## src/rtl/alu_op_sequencer_if.sv

```systemverilog
// Command/response handshake bundle between the decode FSM (master) and the
// ALU op sequencer (slave).
interface alu_op_sequencer_if;
  logic       cmd_valid;
  logic       cmd_ready;
  logic [3:0] cmd_op;
  logic [7:0] cmd_a;
  logic [7:0] cmd_b;
  logic       res_valid;
  logic       res_ready;
  logic [7:0] res_data;
  logic       res_wb;
  logic       res_err;

  modport master (
    output cmd_valid, cmd_op, cmd_a, cmd_b, res_ready,
    input  cmd_ready, res_valid, res_data, res_wb, res_err
  );

  modport slave (
    input  cmd_valid, cmd_op, cmd_a, cmd_b, res_ready,
    output cmd_ready, res_valid, res_data, res_wb, res_err
  );
endinterface

```

## src/rtl/alu_op_sequencer.sv

```systemverilog
// Issues one 6502 ALU-class operation per request to an external combinational
// ALU, owns the N/V/Z/C status bits and returns the result over valid/ready.
module alu_op_sequencer #(
  parameter logic [3:0] FLAG_RST = 4'b0000
) (
  input  logic                      clk,
  input  logic                      rst,
  alu_op_sequencer_if.slave         cmd_if,
  input  logic                      flag_ld,
  input  logic [3:0]                flag_in,
  output logic [3:0]                flags,
  output logic [7:0]                alu_a,
  output logic [7:0]                alu_b,
  output logic [7:0]                alu_opcode,
  output logic                      alu_carry_in,
  input  logic [7:0]                alu_y,
  input  logic                      alu_carry_out
);

  typedef enum logic [1:0] {
    ST_IDLE = 2'd0,
    ST_EXEC = 2'd1,
    ST_RESP = 2'd2
  } state_e;

  localparam logic [3:0] OP_AND  = 4'h0;
  localparam logic [3:0] OP_ORA  = 4'h1;
  localparam logic [3:0] OP_EOR  = 4'h2;
  localparam logic [3:0] OP_ADC  = 4'h3;
  localparam logic [3:0] OP_SBC  = 4'h4;
  localparam logic [3:0] OP_CMP  = 4'h5;
  localparam logic [3:0] OP_ASL  = 4'h6;
  localparam logic [3:0] OP_LSR  = 4'h7;
  localparam logic [3:0] OP_ROL  = 4'h8;
  localparam logic [3:0] OP_ROR  = 4'h9;
  localparam logic [3:0] OP_INC  = 4'hA;
  localparam logic [3:0] OP_DEC  = 4'hB;
  localparam logic [3:0] OP_BIT  = 4'hC;
  localparam logic [3:0] OP_PASS = 4'hD;

  state_e     state_q, state_d;
  logic [3:0] op_q, op_d;
  logic [7:0] alu_a_q, alu_a_d;
  logic [7:0] alu_b_q, alu_b_d;
  logic [7:0] alu_opcode_q, alu_opcode_d;
  logic       alu_cin_q, alu_cin_d;
  logic       res_valid_q, res_valid_d;
  logic [7:0] res_data_q, res_data_d;
  logic       res_wb_q, res_wb_d;
  logic       res_err_q, res_err_d;
  logic [3:0] flags_q, flags_d;

  logic       carry_src_s;
  logic       y_zero_s;
  logic       v_add_s;
  logic       v_sub_s;

  function automatic logic [7:0] map_opcode(input logic [3:0] op);
    logic [7:0] opc;
    case (op)
      OP_AND:  opc = 8'h01;
      OP_ORA:  opc = 8'h02;
      OP_EOR:  opc = 8'h03;
      OP_ADC:  opc = 8'h21;
      OP_SBC:  opc = 8'h23;
      OP_CMP:  opc = 8'h23;
      OP_ASL:  opc = 8'h11;
      OP_LSR:  opc = 8'h14;
      OP_ROL:  opc = 8'h12;
      OP_ROR:  opc = 8'h14;
      OP_INC:  opc = 8'h22;
      OP_DEC:  opc = 8'h24;
      OP_BIT:  opc = 8'h01;
      OP_PASS: opc = 8'h00;
      default: opc = 8'h00;
    endcase
    return opc;
  endfunction

  // LSR shares the rotate-right ALU opcode, so its carry-in must be forced to 0.
  function automatic logic map_carry_in(input logic [3:0] op, input logic c);
    logic cin;
    case (op)
      OP_ADC, OP_SBC, OP_ROL, OP_ROR: cin = c;
      OP_CMP:                         cin = 1'b1;
      default:                        cin = 1'b0;
    endcase
    return cin;
  endfunction

  assign carry_src_s = flag_ld ? flag_in[0] : flags_q[0];
  assign y_zero_s    = (alu_y == 8'h00);
  assign v_add_s     = (alu_a_q[7] == alu_b_q[7]) & (alu_y[7] != alu_a_q[7]);
  assign v_sub_s     = (alu_a_q[7] != alu_b_q[7]) & (alu_y[7] != alu_a_q[7]);

  // Next-state, ALU operand and result/flag update logic.
  always_comb begin
    state_d      = state_q;
    op_d         = op_q;
    alu_a_d      = alu_a_q;
    alu_b_d      = alu_b_q;
    alu_opcode_d = alu_opcode_q;
    alu_cin_d    = alu_cin_q;
    res_valid_d  = res_valid_q;
    res_data_d   = res_data_q;
    res_wb_d     = res_wb_q;
    res_err_d    = res_err_q;
    flags_d      = flags_q;

    case (state_q)
      ST_IDLE: begin
        if (flag_ld) begin
          flags_d = flag_in;
        end else begin
          flags_d = flags_q;
        end
        if (cmd_if.cmd_valid) begin
          state_d      = ST_EXEC;
          op_d         = cmd_if.cmd_op;
          alu_a_d      = cmd_if.cmd_a;
          alu_b_d      = cmd_if.cmd_b;
          alu_opcode_d = map_opcode(cmd_if.cmd_op);
          alu_cin_d    = map_carry_in(cmd_if.cmd_op, carry_src_s);
        end else begin
          state_d = ST_IDLE;
        end
      end

      ST_EXEC: begin
        state_d      = ST_RESP;
        alu_opcode_d = 8'h00;
        alu_cin_d    = 1'b0;
        res_valid_d  = 1'b1;
        res_data_d   = alu_a_q;
        res_wb_d     = 1'b0;
        res_err_d    = 1'b0;
        case (op_q)
          OP_ADC: begin
            res_data_d = alu_y;
            res_wb_d   = 1'b1;
            flags_d    = {alu_y[7], v_add_s, y_zero_s, alu_carry_out};
          end
          OP_SBC: begin
            res_data_d = alu_y;
            res_wb_d   = 1'b1;
            flags_d    = {alu_y[7], v_sub_s, y_zero_s, alu_carry_out};
          end
          OP_ASL, OP_LSR, OP_ROL, OP_ROR: begin
            res_data_d = alu_y;
            res_wb_d   = 1'b1;
            flags_d    = {alu_y[7], flags_q[2], y_zero_s, alu_carry_out};
          end
          OP_AND, OP_ORA, OP_EOR, OP_INC, OP_DEC, OP_PASS: begin
            res_data_d = alu_y;
            res_wb_d   = 1'b1;
            flags_d    = {alu_y[7], flags_q[2], y_zero_s, flags_q[0]};
          end
          OP_CMP: begin
            flags_d = {alu_y[7], flags_q[2], y_zero_s, alu_carry_out};
          end
          OP_BIT: begin
            flags_d = {alu_b_q[7], alu_b_q[6], ((alu_a_q & alu_b_q) == 8'h00), flags_q[0]};
          end
          default: begin
            res_err_d = 1'b1;
            flags_d   = flags_q;
          end
        endcase
      end

      ST_RESP: begin
        if (cmd_if.res_ready) begin
          state_d     = ST_IDLE;
          res_valid_d = 1'b0;
        end else begin
          state_d = ST_RESP;
        end
      end

      default: begin
        state_d      = ST_IDLE;
        alu_opcode_d = 8'h00;
        res_valid_d  = 1'b0;
      end
    endcase
  end

  // State and output registers with synchronous reset.
  always_ff @(posedge clk) begin
    if (rst) begin
      state_q      <= ST_IDLE;
      op_q         <= 4'h0;
      alu_a_q      <= 8'h00;
      alu_b_q      <= 8'h00;
      alu_opcode_q <= 8'h00;
      alu_cin_q    <= 1'b0;
      res_valid_q  <= 1'b0;
      res_data_q   <= 8'h00;
      res_wb_q     <= 1'b0;
      res_err_q    <= 1'b0;
      flags_q      <= FLAG_RST;
    end else begin
      state_q      <= state_d;
      op_q         <= op_d;
      alu_a_q      <= alu_a_d;
      alu_b_q      <= alu_b_d;
      alu_opcode_q <= alu_opcode_d;
      alu_cin_q    <= alu_cin_d;
      res_valid_q  <= res_valid_d;
      res_data_q   <= res_data_d;
      res_wb_q     <= res_wb_d;
      res_err_q    <= res_err_d;
      flags_q      <= flags_d;
    end
  end

  assign cmd_if.cmd_ready = (state_q == ST_IDLE);
  assign cmd_if.res_valid = res_valid_q;
  assign cmd_if.res_data  = res_data_q;
  assign cmd_if.res_wb    = res_wb_q;
  assign cmd_if.res_err   = res_err_q;
  assign flags            = flags_q;
  assign alu_a            = alu_a_q;
  assign alu_b            = alu_b_q;
  assign alu_opcode       = alu_opcode_q;
  assign alu_carry_in     = alu_cin_q;

endmodule

```

## src/flat_wrapper.sv

```systemverilog
// flat-port wrapper written by rule: the top's interface ports become plain ports
module alu_op_sequencer_flat 
#(
  parameter logic [3:0] FLAG_RST = 4'b0000
)
  (clk, rst, flag_ld, flag_in, flags, alu_a, alu_b, alu_opcode, alu_carry_in, alu_y, alu_carry_out, cmd_if_cmd_valid, cmd_if_cmd_op, cmd_if_cmd_a, cmd_if_cmd_b, cmd_if_res_ready, cmd_if_cmd_ready, cmd_if_res_valid, cmd_if_res_data, cmd_if_res_wb, cmd_if_res_err);
  alu_op_sequencer_if cmd_if_i ();
  input  logic clk;
  input  logic rst;
  input  logic flag_ld;
  input  logic [3:0] flag_in;
  output logic [3:0] flags;
  output logic [7:0] alu_a;
  output logic [7:0] alu_b;
  output logic [7:0] alu_opcode;
  output logic alu_carry_in;
  input  logic [7:0] alu_y;
  input  logic alu_carry_out;
  input wire logic [$bits(cmd_if_i.cmd_valid)-1:0] cmd_if_cmd_valid;
  input wire logic [$bits(cmd_if_i.cmd_op)-1:0] cmd_if_cmd_op;
  input wire logic [$bits(cmd_if_i.cmd_a)-1:0] cmd_if_cmd_a;
  input wire logic [$bits(cmd_if_i.cmd_b)-1:0] cmd_if_cmd_b;
  input wire logic [$bits(cmd_if_i.res_ready)-1:0] cmd_if_res_ready;
  output wire logic [$bits(cmd_if_i.cmd_ready)-1:0] cmd_if_cmd_ready;
  output wire logic [$bits(cmd_if_i.res_valid)-1:0] cmd_if_res_valid;
  output wire logic [$bits(cmd_if_i.res_data)-1:0] cmd_if_res_data;
  output wire logic [$bits(cmd_if_i.res_wb)-1:0] cmd_if_res_wb;
  output wire logic [$bits(cmd_if_i.res_err)-1:0] cmd_if_res_err;
  assign cmd_if_i.cmd_valid = cmd_if_cmd_valid;
  assign cmd_if_i.cmd_op = cmd_if_cmd_op;
  assign cmd_if_i.cmd_a = cmd_if_cmd_a;
  assign cmd_if_i.cmd_b = cmd_if_cmd_b;
  assign cmd_if_i.res_ready = cmd_if_res_ready;
  assign cmd_if_cmd_ready = cmd_if_i.cmd_ready;
  assign cmd_if_res_valid = cmd_if_i.res_valid;
  assign cmd_if_res_data = cmd_if_i.res_data;
  assign cmd_if_res_wb = cmd_if_i.res_wb;
  assign cmd_if_res_err = cmd_if_i.res_err;
  alu_op_sequencer #(.FLAG_RST(FLAG_RST)) u_core (.clk(clk), .rst(rst), .cmd_if(cmd_if_i), .flag_ld(flag_ld), .flag_in(flag_in), .flags(flags), .alu_a(alu_a), .alu_b(alu_b), .alu_opcode(alu_opcode), .alu_carry_in(alu_carry_in), .alu_y(alu_y), .alu_carry_out(alu_carry_out));
endmodule
```

## config.mk

```make
export PLATFORM = sky130hd
export DESIGN_NAME = alu_op_sequencer_flat
export DESIGN_NICKNAME = d
export VERILOG_FILES = /design/src/rtl/alu_op_sequencer_if.sv /design/src/rtl/alu_op_sequencer.sv /design/src/flat_wrapper.sv
export SDC_FILE = /design/constraint.sdc
export NUM_CORES = 1
export LEC_CHECK = 0
export ABC_AREA = 1
export BUFFER_PORTS_ARGS = -buffer_cell sky130_fd_sc_hd__buf_2
export CAP_MARGIN = 40
export CORE_ASPECT_RATIO = 0.75
export CORE_MARGIN = 3
export CORE_UTILIZATION = 35
export CTS_BUF_LIST = sky130_fd_sc_hd__clkbuf_4 sky130_fd_sc_hd__clkbuf_8 sky130_fd_sc_hd__clkbuf_16
export DETAILED_ROUTE_END_ITERATION = 10
export HOLD_SLACK_MARGIN = 0.15
export PLACE_DENSITY = 0.69
export REMOVE_ABC_BUFFERS = 1
export SYNTH_ARGS = -nofsm -noshare
export SYNTH_HDL_FRONTEND = slang
export SYNTH_SLANG_ARGS = --single-unit
```

## constraint.sdc

```tcl
create_clock -name clk -period 1.4 [get_ports clk]
set_clock_uncertainty 0.2 [all_clocks]
set_input_delay 0.21 -clock clk [delete_from_list [all_inputs] [get_ports clk]]
set_output_delay 0.21 -clock clk [all_outputs]
set_load 0.005 [all_outputs]
```

# [Word level (Yosys, flattened, before mapping)]
# Memories as Yosys holds them, arrays and structs flattened.
# Index checks and enable logic that the tools add are counted.
[word_totals] output_inout_bits=41 register_bits=46 latch_bits=0 mem_bits_ro=80 mem_bits_rw=0 memories=1 input_bits=38 word_cells=85
[memory_table] memory="(no name shown)" words=16 word_bits=5 read_ports=1 rd_clocked_by_memory_dff=0 write_ports=0 line_no="alu_op_sequencer.sv:60" source="case (op)"
[classes] n_reduce_logical=17 mux=17 bitwise=5 n_lt_le_gt_ge=0 mul=0 n_eq_ne=32 n_addsub=0 shifts=0 div_mod_pow=0
[op_table] cell="$eq 4x4->1 const B" count=8
[op_table] cell="$eq 4x3->1 const B" count=6
[op_table] cell="$pmux 4 s5" count=1
[op_table] cell="$logic_not 8->1" count=2
[op_table] cell="$mux 8" count=2
[op_table] cell="$pmux 8 s2" count=1
[op_table] cell="$reduce_or 14->1" count=1
[op_table] cell="$eq 4x2->1 const B" count=3
[op_table] cell="$ne 2x2->1 const B" count=6
[op_table] cell="$reduce_or 12->1" count=1
[op_table] cell="$reduce_and 5->1" count=2
[op_table] cell="$and 8x8->8" count=1
[op_table] cell="$pmux 4 s2" count=1
[op_table] cell="$reduce_and 2->1" count=4
[op_table] cell="$mux 1" count=6
[op_table] cell="$ne 6x2->1 const B" count=1
[op_table] cell="$pmux 2 s3" count=1
[op_table] cell="$reduce_or 6->1" count=1
[op_table] cell="$reduce_or 5->1" count=1
[op_table] cell="$eq 4x1->1 const B" count=1
[op_table] cell="$logic_not 4->1" count=1
[op_table] cell="$mux 4" count=1
[op_table] cell="$ne 4x1->1 const B" count=1
[op_table] cell="$ne 4x2->1 const B" count=1
[op_table] cell="other kinds (13)" count=17

# [Longest topological paths before layout]
[depth] word_depth=5 ltp_mapped=10 mapped_depth_nobuf=10

# [Worst setup path after synthesis]
# OpenSTA, ideal clock, no wires.
[synth_timing] path_kind="reg-to-reg" from="register u_core.alu_a_q[7] (netlist: u_core.alu_a[7])" to="register u_core.flags_q[2] (netlist: u_core.flags[2])" arrival_ns=1.051 required_ns=1.071 setup_slack_ns=0.019 synth_period_minus_slack_ns=1.381 setup_ns=0.129 stages_incl_launch_ff=10 path_buffers=0 cell_sequence="dfxtp_1 -> ha_1 -> inv_1 -> nand3_1 -> nand2_1 -> nor2_1 -> nand2_1 -> nand2_1 -> nand2_1 -> a21oi_2"
[synth_via] elab_chain_len=4 elab_cells_between_ends=7 cone_classes="3 x eq/ne; 2 x mux; 2 x bitwise"
[synth_rtl] item="from (decl)" line_no="alu_op_sequencer.sv:43" source="logic [7:0] alu_a_q, alu_a_d;"
[synth_rtl] item="from (signal assigned)" line_no="alu_op_sequencer.sv:205" source="alu_a_q <= alu_a_d;"
[synth_rtl] item="$ne 1x1->1 (tied with other cells)" line_no="alu_op_sequencer.sv:94" source="assign v_sub_s = (alu_a_q[7] != alu_b_q[7]) & (alu_y[7] != alu_a_q[7]);"
[synth_rtl] item="$and 1x1->1, on equally long branches" line_no="alu_op_sequencer.sv:94, alu_op_sequencer.sv:93"
[synth_rtl] item="$pmux 4 s5 (*)" line_no="alu_op_sequencer.sv:137" source="case (op_q)"
[synth_rtl] item="$pmux 4 s2 (*)" line_no="alu_op_sequencer.sv:110" source="case (state_q)"
[synth_rtl] item="to (signal assigned)" line_no="alu_op_sequencer.sv:213" source="flags_q <= flags_d;"
[synth_rtl] item="to (decl)" line_no="alu_op_sequencer.sv:51" source="logic [3:0] flags_q, flags_d;"
# Mark *: on every way between the ends. The rest lies on a longest branch, timed or not. The select of a mux whose other input is x is not followed.
# A chain may end at the register's enable or synchronous reset.

# [Worst setup path in the final report]
[layout_timing] from="register u_core.op_q[3]" to="register u_core.res_data_q[1] (netlist: u_core.cmd_if.res_data[1])"
[layout_via] elab_chain_len=3 elab_cells_between_ends=14 cone_classes="11 x eq/ne; 1 x mux; 2 x reduce/logical"
[layout_rtl] item="from (decl)" line_no="alu_op_sequencer.sv:42" source="logic [3:0] op_q, op_d;"
[layout_rtl] item="from (signal assigned)" line_no="alu_op_sequencer.sv:204" source="op_q <= op_d;"
[layout_rtl] item="$eq 4x2->1 (tied with other cells)" line_no="alu_op_sequencer.sv:137"
[layout_rtl] item="$reduce_or 12->1 (no source line) (*)"
[layout_rtl] item="$mux 8 (*)" line_no="alu_op_sequencer.sv:137"
[layout_rtl] item="to (signal assigned)" line_no="alu_op_sequencer.sv:210" source="res_data_q <= res_data_d;"
[layout_rtl] item="to (decl)" line_no="alu_op_sequencer.sv:48" source="logic [7:0] res_data_q, res_data_d;"
# Mark *: on every way between the ends. The rest lies on a longest branch, timed or not.

==> flow_summary.ini <==
[worst_setup_path]
timing.rr.end = u_core.cmd_if.res_data[1]
cp.arrival_ps = 1530
path_common_cell = o21ai_0
r2r_start = u_core.op_q[3]
endpoint_kind = flip-flop
crit_path_top_delay_cell = dfxtp_4
critPathLaunchType = flip-flop
startpoint = u_core.op_q[3]
rrSetupSlack_ps = -100
path_cells = nand2_1, inv_1, nand2_2, nand3_2, a21oi_2, o21ai_0, o21ai_0
cp_max_fo = 6
required_ps = 1430
max_stage_delay_ps = 380
path_class = reg -> reg
reg2reg_depth = 7

[global_route]
antenna_found_initial = 0
grt_pass1_wl_um = 11400
grt_max_degree = 26
grt_pass1_vias = 2390
grt_usage = 0.193
overflow = 0

[detailed_routing]
wl_um = 7290
wire_per_inst_um = 13.9
post-route-drc-count = 0
first_pass_iters = 5
vias_per_cell = 5.02
drt_iter0_drc = 186
vias = 2642
antenna_left = 0

[floorplan]
die_x_um = 96.7
ios = 79
die_h_um = 74.0
core_area_um2 = 5890
rows = 24
dieArea_um2 = 7160
initial_core_util = 0.367

[clocking]
clk_pin_slew_ps = 90
clk_latency_ps = 300
clockRootBuffer = clkbuf_8
cts.sinks = 43
cts_buffers = 5
cts_tree = done
clockBufferDepth = 2
cts_htree_levels = 2

[timing]
holdWs_ps = 95.7
finalHoldViolCount = 0
period_share = 1.07
rsz0062_at_grt = yes
max_freq_mhz = 667
period_minus_slack_ps = 1500
fin_ws_ps = -99.2
setup_viol = 11
maxSlewViolCount = 0

[flow_run]
drv_cap = 0

[synth]
yosysWarnings = 0
synth_common_cells = nand2_1, nor2_1, o21ai_0
synth_ff_type = dfxtp_1
synth_top_area_frac = 0.399
yosys-top-cells-area = dfxtp_1, o21ai_0, nand2_1
synth-edff-count = 0
syn-cell-area_um2 = 2160
ys_ff_latch = 43
synth_most_common_cell = nand2_1
avgSynthCellArea_um2 = 6.97
synthCells = 310
synth.largest_area_cell = dfxtp_1
async_flop_share = 0
yosysSeqAreaShare = 0.399
yosysUniqueCellTypes = 31

[power]
powerDensity_nw_per_um2 = 949
power_leakage_nw = 1.67
vdd_drop_max_mv = 0.393

[hold_path]
hold_path_class = in -> reg
whs_endpoint = u_core.alu_b[6]
hp-start = cmd_if_cmd_valid
hold_depth = 3

[place]
hpwlAfterDp_um = 4820
place_worst_setup_slack_ps = -120
gp_congestion = 0.822
numPortBuffers = 75

[cells_and_area]
diodes = 0
area_growth_pct = 60.0
nNetsFinal = 490
n_fill_cell = 550
final_layout_size_suffix_gt1_frac = 0.353

[run_status]
violations = setup timing
status = complete, but fails checks
==> worst max path at each step <==
| stage | cells past startpoint | slack [ps] | to |
|---|---|---|---|
| after floorplan | 5 | -210 | u_core.alu_opcode[1] |
| after global placement | 9 | -50 | u_core.flags[3] |
| after detailed placement | 9 | -120 | u_core.flags[3] |
| after CTS | 8 | -20 | u_core.cmd_if.res_err |
| after global routing | 10 | -140 | u_core.flags[2] |
| final | 7 | -100 | u_core.cmd_if.res_data[1] |
==> cells in the final DEF (no fill, tap or decap), types with 2 or more instances in the layout <==
| cell type | count |
|---|---|
| nand2_1 | 49 |
| a21oi_1 | 20 |
| o21ai_0 | 26 |
| inv_4 | 2 |
| dfxtp_4 | 7 |
| buf_6 | 5 |
| nor3_1 | 2 |
| nand4_1 | 4 |
| inv_2 | 6 |
| buf_2 | 75 |
| buf_4 | 19 |
| nand3_1 | 6 |
| buf_12 | 2 |
| a21oi_2 | 8 |
| ha_1 | 4 |
| dfxtp_1 | 35 |
| clkbuf_8 | 5 |
| nor2_1 | 43 |
| o21ai_2 | 3 |
| o2111ai_1 | 2 |
| nand3_2 | 4 |
| nor2_4 | 5 |
| conb_1 | 3 |
| inv_1 | 31 |
| nand2_2 | 5 |
| nor2_2 | 2 |
| o22ai_1 | 2 |
| o21ai_1 | 19 |
| dlygate4sd3_1 | 38 |
| nand2_4 | 2 |
==> kinds of logic (layout without fill, tap and decap cells) <==
group	after synthesis	after routing	synth area share
xor+xnor	1	1	0.00406
flops	43	43	0.399
mux	1	1	0.00464
fa+ha+maj	5	5	0.0290
simple gates	121	123	0.240
other cells	1	3	0.00174
buf+inv	52	186	0.106
compound gates	86	86	0.216
==> power by group <==
part	switching [mW]	internal (mW)
Sequential	0.0987	1.32
Clock	0.454	0.531
Combinational	0.452	0.418
Total	1.00	2.27
==> critical path: cells and delay by family, from the launching register on <==
kind / cells / cell delay [ps]
and+or+nand+nor: 3 / 370
DFF: 1 / 380
AOI/OAI and AO/OA: 3 / 400
buffers and inverters: 1 / 80
==> what timing repair did <==
action,4_1_cts,5_1_grt
buffers inserted,1,1
pin swaps,4,10
gates resized for setup,19,53
endpoints found under the hold margin,35,5
hold buffers,37,1
cloned,1,1
setup endpoints to repair,17,36
==> layer usage <==
metal	track usage	vias up	routed length [µm]
li1	-	1283	-
met1	0.261	1238	3250
met2	0.312	112	3410
met3	0.0506	9	546
met4	0.0514	0	76
met5	0	-	0
==> sequential cells by signal, indices dropped and copies added, names as in the netlist <==
register,cells
u_core.state_q,2
u_core.cmd_if.res_wb,1
u_core.alu_b,8
u_core.alu_a,8
u_core.cmd_if.res_data,8
u_core.cmd_if.res_err,1
u_core.cmd_if.res_valid,1
u_core.alu_opcode,5
u_core.flags,4
u_core.alu_carry_in,1
u_core.op_q,4
==> through the flow <==
stage               cell area [µm²]  power, mW  setup TNS, ps  instances   util
finish                         3450       3.28           -405        526  0.587
global placement               2770       2.10          -63.2        477  0.471
global route                   3450       3.45          -1360        526  0.587
CTS                            3320       3.22           -167        523  0.564
floorplan                      2080       1.76          -1920        299      -
detailed placement             2770       2.12           -492        477  0.471
==> area by class of cell <==
class,count,area (µm²),area share
multi-input cells,219,1210,0.350
repair buffers,139,995,0.288
flip-flops and latches,43,888,0.257
inverters,39,151,0.0438
well taps,78,97.6,0.0283
clock buffers,5,68.8,0.0199
clock inverters,3,43.8,0.0127
Note: power is estimated with default switching activity, not from simulation.
